**config.mk**
```make
export PLATFORM = sky130hd
export DESIGN_NAME = display_scan_controller_flat
export DESIGN_NICKNAME = d
export VERILOG_FILES = /design/src/rtl/display_scan_controller_if.sv /design/src/rtl/display_scan_controller.sv /design/src/flat_wrapper.sv
export SDC_FILE = /design/constraint.sdc
export NUM_CORES = 1
export LEC_CHECK = 0
export CAP_MARGIN = 20
export CORE_ASPECT_RATIO = 0.75
export CORE_MARGIN = 5
export CORE_UTILIZATION = 50
export DETAILED_ROUTE_END_ITERATION = 10
export PLACE_DENSITY_LB_ADDON = 0.08
export SLEW_MARGIN = 20
export SYNTH_ARGS = -nofsm -noshare
export SYNTH_HDL_FRONTEND = slang
export SYNTH_SLANG_ARGS = --single-unit
```
**constraint.sdc**
```tcl
create_clock -name clk -period 2.6 [get_ports clk]
set_input_delay 0.65 -clock clk [delete_from_list [all_inputs] [get_ports clk]]
set_output_delay 0.65 -clock clk [all_outputs]
set_load 0.1 [all_outputs]
```
**src/rtl/display_scan_controller_if.sv**
```systemverilog
// -----------------------------------------------------------------------------
// display_scan_controller_if
//
// Bundles the display-word handshake and the scan outputs of
// display_scan_controller so the controller and whoever sits around it share
// one connection object.
//
//   run          master -> slave  1 = scanning enabled, 0 = display dark
//   data_in      master -> slave  16-bit display word, [15:12] leftmost digit
//   data_valid   master -> slave  data_in valid this cycle
//   data_ready   slave -> master  pending buffer empty
//   scan_sel     slave -> master  2-bit digit select for the 1:4 demux
//   scan_e       slave -> master  demux enable, 1 = selected digit lit
//   digit_nibble slave -> master  value of the currently selected digit
//   frame_start  slave -> master  one-cycle pulse on the first cycle of slot 0
// -----------------------------------------------------------------------------
interface display_scan_controller_if;
  logic        run;
  logic [15:0] data_in;
  logic        data_valid;
  logic        data_ready;
  logic [1:0]  scan_sel;
  logic        scan_e;
  logic [3:0]  digit_nibble;
  logic        frame_start;

  // Upstream side: supplies words and the run control, observes the scan.
  modport master (
    output run, data_in, data_valid,
    input  data_ready, scan_sel, scan_e, digit_nibble, frame_start
  );

  // Controller side.
  modport slave (
    input  run, data_in, data_valid,
    output data_ready, scan_sel, scan_e, digit_nibble, frame_start
  );
endinterface : display_scan_controller_if

```
**src/rtl/display_scan_controller.sv**
```systemverilog
// -----------------------------------------------------------------------------
// display_scan_controller
//
// Time-multiplexes a 4-digit display. Each digit owns a slot of DIVIDE clock
// cycles: the first BLANK cycles are dark (anti-ghosting gap while the demux
// select settles), the rest are lit. A new display word is accepted through a
// valid/ready handshake into a pending buffer and only copied into the shadow
// (displayed) word at a frame boundary, so a frame never shows a mix of words.
//
// Ports:
//   clk    system clock, rising edge
//   reset  asynchronous, active-high reset
//   bus    display_scan_controller_if.slave
//            run, data_in, data_valid            (inputs)
//            data_ready, scan_sel, scan_e,
//            digit_nibble, frame_start           (outputs)
//
// Parameters:
//   DIV_WIDTH  width of the slot counter
//   DIVIDE     cycles per digit slot, 2 .. 2**DIV_WIDTH-1
//   BLANK      dark cycles at the start of each slot, 1 .. DIVIDE-1
// -----------------------------------------------------------------------------
module display_scan_controller #(
  parameter int unsigned DIV_WIDTH = 16,
  parameter int unsigned DIVIDE    = 50000,
  parameter int unsigned BLANK     = 16
) (
  input  logic                        clk,
  input  logic                        reset,
  display_scan_controller_if.slave    bus
);

  localparam logic [DIV_WIDTH-1:0] CNT_LAST  = DIV_WIDTH'(DIVIDE - 1);
  localparam logic [DIV_WIDTH-1:0] CNT_BLANK = DIV_WIDTH'(BLANK);

  typedef enum logic {
    ST_IDLE = 1'b0,
    ST_SCAN = 1'b1
  } state_e;

  // ---------------------------------------------------------------------------
  // State
  // ---------------------------------------------------------------------------
  state_e                 state_q,  state_d;
  logic [DIV_WIDTH-1:0]   cnt_q,    cnt_d;
  logic [1:0]             sel_q,    sel_d;
  logic                   en_q,     en_d;
  logic                   fs_q,     fs_d;
  logic [15:0]            shadow_q, shadow_d;
  logic [15:0]            pend_q,   pend_d;
  logic                   full_q,   full_d;

  logic                   boundary;
  logic                   transfer;

  assign transfer = bus.data_valid && !full_q;

  // ---------------------------------------------------------------------------
  // Next-state logic: scan sequencing and double buffer
  // ---------------------------------------------------------------------------
  always_comb begin
    // NOTE: every signal driven here gets a default first; a path that leaves
    // one unassigned would infer a latch.
    state_d  = state_q;
    cnt_d    = cnt_q;
    sel_d    = sel_q;
    fs_d     = 1'b0;
    boundary = 1'b0;
    shadow_d = shadow_q;
    pend_d   = pend_q;
    full_d   = full_q;

    unique case (state_q)
      ST_IDLE: begin
        cnt_d = '0;
        sel_d = 2'b00;
        if (bus.run) begin
          // Starting a scan is itself a frame boundary.
          state_d  = ST_SCAN;
          fs_d     = 1'b1;
          boundary = 1'b1;
        end
      end

      ST_SCAN: begin
        if (!bus.run) begin
          // Stop immediately, even mid-slot; buffers are kept.
          state_d = ST_IDLE;
          cnt_d   = '0;
          sel_d   = 2'b00;
        end else if (cnt_q == CNT_LAST) begin
          cnt_d = '0;
          sel_d = sel_q + 2'd1;
          if (sel_q == 2'b11) begin
            fs_d     = 1'b1;
            boundary = 1'b1;
          end
        end else begin
          cnt_d = cnt_q + 1'b1;
        end
      end

      default: state_d = ST_IDLE;
    endcase

    // Enable is derived from the next counter value so the registered scan_e
    // lines up with the registered counter. A new slot always starts at 0 and
    // BLANK >= 1, so the select never changes while a digit is lit.
    en_d = (state_d == ST_SCAN) && (cnt_d >= CNT_BLANK);

    // Boundary load uses the pending word held before this edge; a transfer on
    // the same edge only fills pending (it can only happen when pending was
    // empty, so the two never compete for the same word).
    if (boundary && full_q) begin
      shadow_d = pend_q;
      full_d   = 1'b0;
    end
    if (transfer) begin
      pend_d = bus.data_in;
      full_d = 1'b1;
    end
  end

  // ---------------------------------------------------------------------------
  // Registers
  // ---------------------------------------------------------------------------
  always_ff @(posedge clk or posedge reset) begin
    if (reset) begin
      state_q  <= ST_IDLE;
      cnt_q    <= '0;
      sel_q    <= 2'b00;
      en_q     <= 1'b0;
      fs_q     <= 1'b0;
      shadow_q <= 16'h0000;
      pend_q   <= 16'h0000;
      full_q   <= 1'b0;
    end else begin
      // NOTE: non-blocking assignments so every register samples the values
      // from before this edge, independent of statement order.
      state_q  <= state_d;
      cnt_q    <= cnt_d;
      sel_q    <= sel_d;
      en_q     <= en_d;
      fs_q     <= fs_d;
      shadow_q <= shadow_d;
      pend_q   <= pend_d;
      full_q   <= full_d;
    end
  end

  // ---------------------------------------------------------------------------
  // Outputs: registers, or combinational only from sel_q and shadow_q
  // ---------------------------------------------------------------------------
  logic [3:0] nibble;

  // Select 00 drives the leftmost digit, matching the demux strobe order.
  always_comb begin
    nibble = shadow_q[15:12];
    unique case (sel_q)
      2'b00: nibble = shadow_q[15:12];
      2'b01: nibble = shadow_q[11:8];
      2'b10: nibble = shadow_q[7:4];
      2'b11: nibble = shadow_q[3:0];
      default: nibble = shadow_q[15:12];
    endcase
  end

  assign bus.data_ready   = !full_q;
  assign bus.scan_sel     = sel_q;
  assign bus.scan_e       = en_q;
  assign bus.frame_start  = fs_q;
  assign bus.digit_nibble = nibble;

endmodule : display_scan_controller

```
**src/flat_wrapper.sv**
```systemverilog
// flat-port wrapper written by rule: the top's interface ports become plain ports
module display_scan_controller_flat 
#(
  parameter int unsigned DIV_WIDTH = 16,
  parameter int unsigned DIVIDE    = 50000,
  parameter int unsigned BLANK     = 16
)
  (clk, reset, bus_run, bus_data_in, bus_data_valid, bus_data_ready, bus_scan_sel, bus_scan_e, bus_digit_nibble, bus_frame_start);
  display_scan_controller_if bus_i ();
  input  logic clk;
  input  logic reset;
  input wire logic [$bits(bus_i.run)-1:0] bus_run;
  input wire logic [$bits(bus_i.data_in)-1:0] bus_data_in;
  input wire logic [$bits(bus_i.data_valid)-1:0] bus_data_valid;
  output wire logic [$bits(bus_i.data_ready)-1:0] bus_data_ready;
  output wire logic [$bits(bus_i.scan_sel)-1:0] bus_scan_sel;
  output wire logic [$bits(bus_i.scan_e)-1:0] bus_scan_e;
  output wire logic [$bits(bus_i.digit_nibble)-1:0] bus_digit_nibble;
  output wire logic [$bits(bus_i.frame_start)-1:0] bus_frame_start;
  assign bus_i.run = bus_run;
  assign bus_i.data_in = bus_data_in;
  assign bus_i.data_valid = bus_data_valid;
  assign bus_data_ready = bus_i.data_ready;
  assign bus_scan_sel = bus_i.scan_sel;
  assign bus_scan_e = bus_i.scan_e;
  assign bus_digit_nibble = bus_i.digit_nibble;
  assign bus_frame_start = bus_i.frame_start;
  display_scan_controller #(.DIV_WIDTH(DIV_WIDTH), .DIVIDE(DIVIDE), .BLANK(BLANK)) u_core (.clk(clk), .reset(reset), .bus(bus_i));
endmodule
```
[After elaboration in Yosys (flattened, before gate mapping)]
Cells that the tools add are included.
W data, S select, Z words.
Operators by class
  equal/unequal tests: 5
  multiplexer cells: 14
  reduce and logical (&&, ||, !) cells: 6
  order comparisons: 1
  bitwise gates (word level): 1
  add/subtract/negate cells: 2
Operator list (number)
  $mux W16: 2
  $pmux W16 S2: 1
  $add A16 B1 Y16 const B: 1
  $eq A16 B16 Y1 const B: 1
  $ge A16 B5 Y1 const B: 1
  $pmux W4 S4: 1
  $mux W1: 6
  $eq A2 B2 Y1 const B: 2
  $mux W2: 2
  $pmux W2 S2: 1
  $logic_and A1 B1 Y1: 3
  $ne A3 B3 Y1 const B: 1
  $add A2 B1 Y2 const B: 1
  $eq A2 B1 Y1 const B: 1
  $logic_not A2 Y1: 1
  $pmux W1 S2: 1
  $reduce_bool A2 Y1: 1
  $logic_not A1 Y1: 1
  $not A1 Y1: 1
Storage, ports and cells
  logic and storage cells: 37
  output and inout port bits: 9
  input bits: 20
  register bits: 54

[Depth between registers and ports, before layout]
  depth after elaboration: 8
  gate-level depth with buffers: 8
  gate-level depth less buffers: 6

[Least setup slack after synthesis]
No wires, ideal clock.
  kind: register to output
  from: register u_core.sel_q[0] (netlist: u_core.bus.scan_sel[0])
  to: output port bus_digit_nibble[0]
  buffers on the path: 1
  data required time: 1.950 ns
  data arrival time: 3.020 ns
  stages on the path, launching flop included: 5
  setup slack: -1.070 ns
  cell sequence: dfrtp_1 inv_1 ha_1 clkbuf_1 mux2i_1
Between the ends
  longest elaborated chain between the ends: 2
Ends and longest elaborated chain
  from (decl): RTL line display_scan_controller.sv:46  | logic [1:0] sel_q, sel_d;
  from (signal assigned): RTL line display_scan_controller.sv:142  | sel_q <= sel_d;
  $eq A2 B2 Y1 (tied with other cells): RTL line display_scan_controller.sv:159  | unique case (sel_q)
  $pmux W4 S4 (*): RTL line display_scan_controller.sv:159
  to (decl): RTL line flat_wrapper.sv:18  | output wire logic [$bits(bus_i.digit_nibble)-1:0] bus_digit_nibble;
Mark *: on every way between the ends. The rest lies on a longest branch, timed or not.

[Worst setup path in the final report]
  from: register u_core.sel_q[0] (netlist: u_core.bus.scan_sel[0])
  to: output port bus_digit_nibble[2]
Same word-level chain as after synthesis.

==> impl_metrics.csv <==
group,metric,value,unit
floorplan,boundaryPins,29,
timing,fin_setup_tns,0,ns
clocking,cts_tree,"yes",
synthesis,ys_types,42,
drt,firstDrtPassIters,4,
min_path,min_delay_path_depth,1,
timing,relSlewSlack,65.5,%
timing,tightest_slew,0.517,ns
synthesis,async_flop_share,100,%
synthesis,synth_edf_count,0,
timing,fmax,0.401,GHz
layout,final_cell_mix,"dfrtp_1 (52), mux2_2 (22), nor2_1 (22)",
pwr,p_per_area,816,nW/um^2
pwr,combPwrFrac,34.2,%
min_path,hold_end,"u_core.cnt_q[0]",
critical_path,worst_r2r_endpoint,"u_core.shadow_q[4]",
synthesis,synth_top_cells_by_area,"dfrtp_1 (51%), mux2_2 (9.3%), mux2_4 (5.7%)",
drt,wl,4740,um
synthesis,synthCells,219,
timing,skew,0.00657,ns
layout,n_fill_cell,445,
synthesis,synth_ff_type,"dfrtp_1",
run_status,status,"finished, final reports clean",
clocking,ctsHoldBuffers,0,
floorplan,chipHeight,73.1,um
floorplan,initial_core_util,50.6,%
pwr,p_sw_share,33.4,%
drt,wire_per_inst,14.7,um
floorplan,die_w,94.1,um
clocking,cts_sinks,54,
pwr,seqPwrFrac,46.6,%
critical_path,timing.rr.start,"u_core.cnt_q[0]",
timing,slew_violations,0,
critical_path,crit_arrival,1.84,ns
pwr,switchingPower,865,uW
layout,final_common_cell,"dfrtp_1",
synthesis,yosysTopAreaCell,"dfrtp_1",
clocking,numCtsBuffers,5,
layout,area_growth,19.5,%
pwr,clkPwrFrac,19.1,%
critical_path,r2r_cells,6,
synthesis,synth_compound_gate_area_share,4.48,%
critical_path,max_stage_delay,0.46,ns
drt,vias,1633,
min_path,hp-start,"u_core.cnt_q[0]",
synthesis,yosysSeqAreaShare,50.9,%
pwr,intPower,1.72,mW
critical_path,path_class,"flip-flop to output port",
synthesis,synth_top_family_by_area,"multiplexers",
place,gp_congestion,0.790,
layout,layout-drive-gt1-share,29.8,%
floorplan,fp.coreArea,5240,um^2
timing,fin_crit,2.49,ns
floorplan,num_rows,23,
grt,antenna_found_initial,0,
critical_path,cp_max_fo,5,
drt,postRouteAntennaNets,0,
drt,drt_iter0_drc,79,
layout,antennaDiodeCount,0,
run,cap_viol_max_count,0,
layout,final_util,60.5,%
place,dp_hpwl,3340,um
synthesis,synth_seq_cells,54,
grt,grt_pass1_vias,1608,
grt,grt_max_degree,55,
drt,via_per_inst,5.06,
drt,drc,0,
synthesis,synth-xor-area-share,5.94,%
clocking,clockRootBuffer,"clkbuf_8",
synthesis,synth_fa_ha_area_share,2.36,%
critical_path,critical_path_required,1.95,ns
synthesis,syn_area,2650,um^2
clocking,h-tree-depth,2,
clocking,cts_buffer_depth,2,
synthesis,syn_nets,244,
synthesis,synth_warnings,0,
pwr,peakVddDrop,444,uV
synthesis,synthSimpleGateAreaFrac,13.6,%
grt,gr-total-overflow,0,
critical_path,startpoint,"u_core.bus.scan_sel[0]",
grt,grt_pass1_wl,8120,um
critical_path,reg2reg_slack,0.50,ns
place,port_buffers,28,
layout,final_net_count,272,
critical_path,critPathLaunchType,"flip-flop",
clocking,clk_pin_slew,0.10,ns
timing,fin_crit_sh,95.9,%
synthesis,muxShareOfSynthArea,17.3,%
critical_path,slowest_stage,"ha_1",
critical_path,worstPathCellList,"inv_1 -> ha_1 -> mux2i_4 -> buf_12",
clocking,clkLatencyLatePin,0.30,ns
pwr,cellLeakagePower,1.31,nW
synthesis,yosysTopAreaCellShare,50.9,%
critical_path,end_kind,"output port",
grt,grtUsageTotal,15.1,%
min_path,min_path_type,"flip-flop to flip-flop",
synthesis,syn_area_per_cell,12.1,um^2
timing,hold_violations,0,
timing,grt_setup_unrepaired,"no",
timing,setup_viol,0,
floorplan,dieArea,6880,um^2
-- per-stage QoR --
step,cells,cell area [um^2],setup slack [ns],hold WS (ns),power (mW)
after floorplan,219,2710,0.0318,0.474,1.83
after global placement,313,3050,0.387,0.492,2.10
after detailed placement,313,3050,0.413,0.492,2.12
after CTS,321,3150,0.0622,0.515,2.62
after global routing,323,3170,0.0105,0.535,2.72
final,323,3170,0.107,0.513,2.59
-- sequential cells by signal (all words and copies together) (netlist names) --
register                flops
u_core.shadow_q            16
u_core.bus.scan_sel         2
u_core.full_q               1
u_core.pend_q              16
u_core.cnt_q               16
u_core.bus.scan_e           1
u_core.state_q              1
u_core.bus.frame_start      1
-- cells in the mapped netlist, types with 3 or more instances --
library cell  instances
dfrtp_1              54
mux2_2               22
nor2_1               22
inv_1                12
mux2_4               10
xnor2_1              10
nand2_1               9
xor2_1                8
mux2i_1               6
nand3_1               6
ha_1                  5
nand4_1               5
nor3_1                5
a222oi_1              4
buf_4                 4
clkbuf_1              3
or2_2                 3
-- power groups by stage --
stage                     registers (mW)  clock network, mW  logic (mW)
after floorplan                     1.17                  0       0.666
after global placement              1.22                  0       0.884
after detailed placement            1.22                  0       0.895
after CTS                           1.21              0.518       0.899
after global routing                1.24              0.552       0.935
final                               1.21              0.495       0.886
-- logic make-up after synthesis --
kind of cell,after synthesis
AO/OA/AOI/OAI,14
adder cells (fa/ha/maj),5
buffers and inverters,25
multiplexers,38
XOR/XNOR,18
flip-flops,54
AND/OR/NAND/NOR,65
-- layout make-up --
cell class | count | area (um^2) | share of cell area (%)
timing repair buffer | 34 | 365 | 11.5
sequential | 54 | 1350 | 42.7
tap | 75 | 93.8 | 2.96
multi-input combinational | 140 | 1210 | 38.3
clock buffer | 6 | 82.6 | 2.61
clock inverter | 2 | 16.3 | 0.513
inverter | 12 | 45.0 | 1.42
-- worst max-delay path by stage --
| stage | end | slack (ns) | depth (start not counted) |
|---|---|---|---|
| after floorplan | bus_digit_nibble[0] | 0.03 | 4 |
| after global placement | bus_digit_nibble[0] | 0.39 | 5 |
| after detailed placement | bus_digit_nibble[0] | 0.41 | 5 |
| after CTS | bus_digit_nibble[0] | 0.06 | 5 |
| after global routing | bus_digit_nibble[0] | 0.01 | 4 |
| final | bus_digit_nibble[2] | 0.11 | 4 |
-- metal layers --
layer  global-route usage (%)  part of all wire [%]
met5                        0                     0
met3                     3.92                   4.1
met4                     2.88                  0.72
met1                     24.8                    57
met2                     19.6                    38
-- critical path: cells and delay by family (launching register included) --
family | cells | cell delay [ns]
buf+inv | 2 | 0.30
fa+ha+maj | 1 | 0.46
flops | 1 | 0.45
mux | 1 | 0.34
-- what timing repair did --
item	4_1_cts	5_1_grt
gates resized for setup	0	2
setup buffers	0	2
endpoints found under the setup margin	0	4
Power figures use the tool's default switching activity.
